$ cat src/rtl/line_pkg.sv
// line_pkg: shared types for the line command sequencer.
package line_pkg;
    localparam int COORD_W = 11;
    typedef logic [COORD_W-1:0] coord_t;
    typedef struct packed {
        coord_t x0;
        coord_t y0;
        coord_t x1;
        coord_t y1;
        logic   color;
    } line_cmd_t;
    typedef enum logic [1:0] {IDLE, LOAD, DRAW} seq_state_t;
endpackage

$ cat src/rtl/line_cmd_fifo.sv
// line_cmd_fifo: show-ahead command FIFO; full/empty use an extra pointer bit.
module line_cmd_fifo
    import line_pkg::*;
#(
    parameter int DEPTH = 4
) (
    input  logic      clk,
    input  logic      reset,
    input  logic      push,
    input  line_cmd_t din,
    input  logic      pop,
    output logic      full,
    output logic      empty,
    output line_cmd_t head
);
    localparam int AW = $clog2(DEPTH);
    line_cmd_t mem [DEPTH];
    logic [AW:0] wr_ptr, rd_ptr;
    assign empty = wr_ptr == rd_ptr;
    assign full  = (wr_ptr[AW] != rd_ptr[AW]) && (wr_ptr[AW-1:0] == rd_ptr[AW-1:0]);
    assign head  = mem[rd_ptr[AW-1:0]];
    always_ff @(posedge clk or posedge reset) begin
        if (reset) begin
            wr_ptr <= '0;
            rd_ptr <= '0;
        end else begin
            if (push) wr_ptr <= wr_ptr + (AW+1)'(1);
            if (pop) rd_ptr <= rd_ptr + (AW+1)'(1);
        end
    end
    always_ff @(posedge clk) begin
        if (push) mem[wr_ptr[AW-1:0]] <= din;
    end
endmodule

$ cat src/rtl/line_sequencer.sv
// line_sequencer: queues line commands and sequences the Bresenham drawer,
// turning its x/y stream into a qualified pixel write strobe.
module line_sequencer
    import line_pkg::*;
#(
    parameter int DEPTH    = 4,
    parameter int WATCHDOG = 2048
) (
    input  logic         clk,
    input  logic         reset,
    input  logic         cmd_valid,
    output logic         cmd_ready,
    input  logic [10:0]  cmd_x0,
    input  logic [10:0]  cmd_y0,
    input  logic [10:0]  cmd_x1,
    input  logic [10:0]  cmd_y1,
    input  logic         cmd_color,
    output logic         drw_reset,
    output logic [10:0]  drw_x0,
    output logic [10:0]  drw_y0,
    output logic [10:0]  drw_x1,
    output logic [10:0]  drw_y1,
    input  logic [10:0]  drw_x,
    input  logic [10:0]  drw_y,
    input  logic         drw_done,
    output logic         pix_we,
    output logic [10:0]  pix_x,
    output logic [10:0]  pix_y,
    output logic         pix_color,
    output logic         line_done,
    output logic         busy,
    output logic         err
);
    localparam int CW = $clog2(WATCHDOG);
    seq_state_t state;
    logic [CW-1:0] cnt;
    logic full, empty, push, pop, finish;
    line_cmd_t head, cmd;

    assign cmd       = '{x0: cmd_x0, y0: cmd_y0, x1: cmd_x1, y1: cmd_y1, color: cmd_color};
    assign cmd_ready = !full;
    assign push      = cmd_valid && cmd_ready;
    assign finish    = state == DRAW && (drw_done || cnt == CW'(WATCHDOG - 1));
    assign pop       = !empty && (state == IDLE || finish);
    assign drw_reset = state != DRAW;
    // cycle 0 of DRAW shows stale x/y and the done cycle repeats the last pixel
    assign pix_we    = state == DRAW && cnt != '0 && !drw_done;
    assign pix_x     = drw_x;
    assign pix_y     = drw_y;
    assign busy      = state != IDLE || !empty;

    line_cmd_fifo #(.DEPTH(DEPTH)) u_fifo (
        .clk   (clk),
        .reset (reset),
        .push  (push),
        .din   (cmd),
        .pop   (pop),
        .full  (full),
        .empty (empty),
        .head  (head)
    );

    always_ff @(posedge clk or posedge reset) begin
        if (reset) begin
            state     <= IDLE;
            cnt       <= '0;
            drw_x0    <= '0;
            drw_y0    <= '0;
            drw_x1    <= '0;
            drw_y1    <= '0;
            pix_color <= 1'b0;
            line_done <= 1'b0;
            err       <= 1'b0;
        end else begin
            line_done <= finish;
            if (finish && !drw_done) err <= 1'b1;
            if (pop) {drw_x0, drw_y0, drw_x1, drw_y1, pix_color} <= head;
            cnt   <= (state == DRAW && cnt != '1) ? cnt + CW'(1) : '0;
            state <= pop ? LOAD : state == LOAD ? DRAW : finish ? IDLE : state;
        end
    end
endmodule

$ cat config.mk
export PLATFORM = sky130hd
export DESIGN_NAME = line_sequencer
export DESIGN_NICKNAME = d
export VERILOG_FILES = /design/src/rtl/line_pkg.sv /design/src/rtl/line_cmd_fifo.sv /design/src/rtl/line_sequencer.sv
export SDC_FILE = /design/constraint.sdc
export NUM_CORES = 1
export LEC_CHECK = 0
export ABC_AREA = 1
export CORE_MARGIN = 10
export CORE_UTILIZATION = 55
export CTS_CLUSTER_DIAMETER = 200
export DETAILED_ROUTE_END_ITERATION = 10
export PLACE_DENSITY = 0.89
export SKIP_CTS_REPAIR_TIMING = 1
export SLEW_MARGIN = 20
export SYNTH_ARGS = -nofsm -noshare
export SYNTH_HDL_FRONTEND = slang
export SYNTH_SLANG_ARGS = --single-unit
$ cat constraint.sdc
create_clock -name clk -period 9.1 [get_ports clk]
set_input_delay 1.82 -clock clk [delete_from_list [all_inputs] [get_ports clk]]
set_output_delay 1.82 -clock clk [all_outputs]
set_load 0.03 [all_outputs]
* Word level (Yosys, flattened, before mapping)
Memory sizes are Yosys's and may differ from the RTL's. A register that Yosys moved wholly into a read port is not among the register bits.
Index checks and enable logic that the tools add are counted.
** Cells by class
- Add/sub/neg operators :: 3
- Multipliers :: 0
- Divide/modulo/power cells :: 0
- Order comparisons :: 0
- Equality and inequality tests :: 8
- Shift operators :: 0
- Muxes and demuxes :: 6
- Bitwise operators :: 0
- Reduce and logical (&&, ||, !) cells :: 18
** Operator list (number)
- 11-bit by 1-bit adder with 11-bit output (second input constant) :: 1
- 11-bit equality test (second input constant) :: 1
- 11-bit 2-to-1 mux :: 1
- 11-bit inequality test (second input constant) :: 1
- 11-bit nonzero test :: 1
- 1-bit logical AND :: 8
- 3-bit by 1-bit adder with 3-bit output (second input constant) :: 2
- 2-bit 2-to-1 mux :: 3
- 3-bit equality test :: 1
- 1-bit logical NOT :: 3
- 1-bit logical OR :: 3
- 3-bit nonzero test :: 1
- 2-bit by 1-bit equality test with 1-bit output (second input constant) :: 1
- 2-bit equality test :: 1
- 2-bit equality test (second input constant) :: 1
- 2-bit logical NOT :: 1
- 1-bit 2-to-1 mux :: 2
- 2-bit inequality test (second input constant) :: 1
- 2-bit nonzero test :: 1
- 1-bit inequality test :: 1
** Storage, ports and cells
- Register bits after elaboration :: 21
- Bits in latches :: 0
- RAM bits :: 180
- ROM bits :: 0
- Bits of input ports :: 71
- Output and inout port bits :: 73
- Word-level logic and storage cells :: 42
- Memories :: 1
** Memory list
- u_fifo.mem :: depth 4, bits a word 45, rd ports 1, clocked after Yosys merged registers in 1, wr ports 1, RTL line line_cmd_fifo.sv:17 : line_cmd_t mem [DEPTH];

* Depth between registers and ports, before layout
- Depth after elaboration :: 6
- Depth in mapped cells :: 10

* Cells and area by module
From an unflattened synthesis, not the netlist that was laid out.
** Second synthesis, totals
- Cell total of the unflattened synthesis :: 883
- Area total of the unflattened synthesis :: 10436.3 um^2
** Modules (own cells, without submodules)
- line_cmd_fifo :: times used 1, cells an instance 568, area each 7623.6 um^2
- line_sequencer :: times used 1, cells an instance 315, area each 2812.7 um^2

* Least setup slack after synthesis
No wires, ideal clock.
- Path type :: input-to-reg
- Start point :: input port cmd_valid
- End point :: memory u_fifo.mem[0][0] (netlist name) (enable)
- Data arrival time :: 3.891 ns
- Data required time :: 8.652 ns
- Path slack :: 4.761 ns
- Stages :: 2
- Path through :: nand2_1 > nor2_1
** Between the ends
- Longest elaborated chain between the ends :: 3
** RTL lines
- start: declaration :: RTL line line_sequencer.sv:11 : input logic cmd_valid,
- 1-bit logical AND :: RTL line line_sequencer.sv:42 : assign push = cmd_valid && cmd_ready;
- 1-bit 2-to-1 mux :: RTL line line_cmd_fifo.sv:32 : if (push) mem[wr_ptr[AW-1:0]] <= din;
- 1-bit 2-to-1 mux (not written as such) :: RTL line line_cmd_fifo.sv:32
- end: declaration :: RTL line line_cmd_fifo.sv:17
No other way between the ends.

* Worst setup path after layout
- Start point :: input port drw_done
- End point :: output port pix_we
** Between the ends
- Longest elaborated chain between the ends :: 2
** RTL lines
- start: declaration :: RTL line line_sequencer.sv:25 : input logic drw_done,
- 1-bit logical NOT :: RTL line line_sequencer.sv:47 : assign pix_we = state == DRAW && cnt != '0 && !drw_done;
- 1-bit logical AND :: RTL line line_sequencer.sv:47
- end: declaration :: RTL line line_sequencer.sv:26 : output logic pix_we,
No other way between the ends.

==> impl_metrics.csv <==
group,metric,value,unit
outcome,status,"completed",
yosys,synthAdderAreaFrac,0.870,%
die,placementRows,49,
worst_setup_path,arrival,3.15,ns
yosys,yosysTopAreaCell,"edfxtp_1",
layout,fillCellCount,1259,
worst_setup_path,critPathLaunch,"drw_done",
layout,fin_nets,1023,
die,dieArea,0.0241,mm^2
drt,dr.pass1.iters,7,
power_and_ir_drop,ir_drop,0.147,mV
yosys,netlist_area,0.0101,mm^2
worst_setup_path,crit_family,"buffers and inverters",
place,port_buffers,99,
layout,drive_gt1_share,5.82,%
drt,ant_nets,0,
yosys,muxShareOfSynthArea,0,%
timing,drv_slew,0,
worst_setup_path,crit_buf_inv,2,
yosys,netlist.area_leader.share,53.7,%
die,start_util,56.1,%
layout,final_common_cell,"nand2_1",
worst_setup_path,cp.depth,3,
yosys,yosysSeqAreaShare,70.1,%
drt,wl_per_cell,17.9,um
timing,layout_min_cycle_time,4.97,ns
layout,antenna_cells,0,
min_path,hold_path.class,"reg2reg",
global_route,grt_usage,17.4,%
timing,hold_viol,0,
yosys,synth_area_leaders,"edfxtp_1 (54%), dfrtp_1 (16%), nand2_1 (7.6%)",
yosys,synth_compound_area_share,6.14,%
timing,fin_worst_skew,0.00822,ns
worst_setup_path,r2r-start,"u_fifo.rd_ptr[0]$_DFFE_PP0P_",
layout,stdcell_area,0.0119,mm^2
layout,area_growth_syn_to_layout,17.8,%
timing,postLayoutSetupSlackWorst,4.13,ns
drt,drc,0,
die,pin_count,144,
clocking,clkLatencyLatePin,0.50,ns
min_path,min_from,"drw_x0[9]$_DFFE_PP0P_",
yosys,ys_seq_elements,246,
worst_setup_path,critPathSlowestCell,"clkdlybuf4s50_1",
global_route,grt_max_degree,137,
clocking,cts_tree,"yes",
drt,wirelength,21300,um
yosys,synth-xor-area-share,0.522,%
yosys,synth_cell_type_count,28,
drt,viasPerCell,5.55,
yosys,ys_warn_count,0,
clocking,cts_sinks,246,
clocking,h-tree-depth,1,
timing,relSlewSlack,39.4,%
timing,rsz0062_at_grt,"no",
power_and_ir_drop,design_power_total,2.72,mW
die,die_w,155,um
clocking,cts_buffers,24,
global_route,antenna_found_initial,0,
worst_setup_path,cp_slowest_stage_delay,0.70,ns
place,hpwlAfterDp,12000,um
worst_setup_path,crit_required,7.28,ns
die,core_area,0.0180,mm^2
min_path,whs_path_depth,2,
drt,vias,6607,
worst_setup_path,r2r_end,"u_fifo.mem[2][35]$_DFFE_PP_",
worst_setup_path,rrSetupSlack,5.94,ns
worst_setup_path,crit_top_cell,"clkdlybuf4s50_1",
worst_setup_path,cp_cell_sequence,"clkdlybuf4s50_1 > nor3_1 > clkdlybuf4s50_1",
die,fp.dieH,155,um
timing,tns,0,ns
clocking,root_buffer,"clkbuf_16",
power_and_ir_drop,leakage,4.86,nW
drt,drt_iter0_markers,431,
worst_setup_path,critPathKind,"in2out",
worst_setup_path,r2r.worst_path.cells,6,
yosys,syn_nets,958,
job,cap_violations,0,
timing,final-setup-viol-count,0,
power_and_ir_drop,power_density,229,mW/mm^2
clocking,clk_pin_slew_worst_paths,0.06,ns
yosys,synth_area_per_cell,11.4,um^2
layout,final_cell_mix,"nand2_1 (204), edfxtp_1 (180), nor2_1 (105), clkdlybuf4s50_1 (99), dfrtp_1 (65)",
global_route,grt_pass1_wl,34000,um
timing,fin_crit_sh,54.7,%
yosys,syn_inst,880,
yosys,synth_top_family_by_area,"simple AND/OR/NAND/NOR gates",
place,place_area,0.0111,mm^2
worst_setup_path,crit_end,"pix_we",
timing,tightest_slew,0.909,ns
timing,fmax,201,MHz
global_route,grt_pass1_vias,6566,
layout,final_core_util,66.0,%
place,dp_slack,4.12,ns
global_route,grt_overflow,0,
place,place_congestion,0.786,
worst_setup_path,crit_path_start_kind,"input port",
clocking,cts_max_path_buffers,3,
worst_setup_path,critPathCaptureType,"primary output",
yosys,yosys.area_share.simple,16.1,%
worst_setup_path,worstPathMaxFanout,3,
## worst min path at each step
| stage | slack (ns) | endpoint |
|---|---|---|
| 2_1_floorplan | 0.45 | cnt[0]$_DFF_PP0_ |
| 3_3_place_gp | 0.45 | drw_y1[5]$_DFFE_PP0P_ |
| 3_5_place_dp | 0.46 | drw_x0[6]$_DFFE_PP0P_ |
| 4_1_cts | 0.47 | drw_x0[6]$_DFFE_PP0P_ |
| 5_1_grt | 0.48 | drw_y1[8]$_DFFE_PP0P_ |
| 6_report | 0.47 | drw_x0[9]$_DFFE_PP0P_ |
## per-layer routing
| metal | vias to the layer above | share of wire [%] | global-route usage (%) |
|---|---|---|---|
| met5 | - | 0 | 0 |
| met4 | 0 | 2.9 | 6.91 |
| met3 | 67 | 6.2 | 3.39 |
| met2 | 195 | 51 | 30.5 |
| met1 | 3219 | 40 | 20.8 |
| li1 | 3126 | - | - |
## flip-flops by register name, summed over array words and instances (netlist names)
| signal | cells |
|---|---|
| line_done | 1 |
| drw_y0 | 11 |
| state | 2 |
| pix_color | 1 |
| u_fifo.mem | 180 |
| u_fifo.wr_ptr | 3 |
| drw_x1 | 11 |
| drw_y1 | 11 |
| err | 1 |
| cnt | 11 |
| u_fifo.rd_ptr | 3 |
| drw_x0 | 11 |
## Yosys cell counts (all sizes together)
master	count
clkbuf	25
nor3	5
nand2	204
nor2	110
nand3b	1
ha	7
inv	67
o21ai	47
xnor2	5
o211ai	46
nand3	10
xor2	1
nor3b	2
nand4	50
dfrtp	66
o21bai	1
a21oi	6
nor4	1
clkinv	1
buf	45
edfxtp	180
## cell families (layout without fill, tap and decap cells)
logic type | count (synthesis) | count (layout)
flip-flops | 246 | 246
AO/OA/AOI/OAI | 100 | 100
adder cells (fa/ha/maj) | 7 | 7
XOR/XNOR | 6 | 6
AND/OR/NAND/NOR | 383 | 383
buffers and inverters | 138 | 220
## cell type report
class | count | area, um^2 | share of cell area, %
clock inverters | 4 | 42.5 | 0.359
clock buffers | 39 | 728 | 6.14
inverters | 68 | 262 | 2.20
flip-flops and latches | 246 | 7060 | 59.5
well taps | 229 | 287 | 2.42
repair buffers | 109 | 1070 | 8.99
multi-input cells | 496 | 2420 | 20.4
## report_power, final
group / internal [mW] / switching [mW] / total, mW
clock: 0.572 / 0.384 / 0.956
sequential: 1.39 / 0.0396 / 1.43
combinational: 0.0881 / 0.246 / 0.334
total: 2.05 / 0.670 / 2.72
## worst register-to-register path: cells and delay by family, from the launching register on
family                 cells  cell delay [ns]
flip-flops                 1             0.34
AND/OR/NAND/NOR            3             1.20
XOR/XNOR                   1             0.21
buffers and inverters      2             1.04
## stage by stage
step           hold slack (ns)  std cells
5_1_grt                  0.483       1191
3_3_place_gp             0.455       1148
4_1_cts                  0.473       1191
2_1_floorplan            0.455        880
6_report                 0.467       1191
3_5_place_dp             0.458       1148
(Power assumes the default switching activity.)
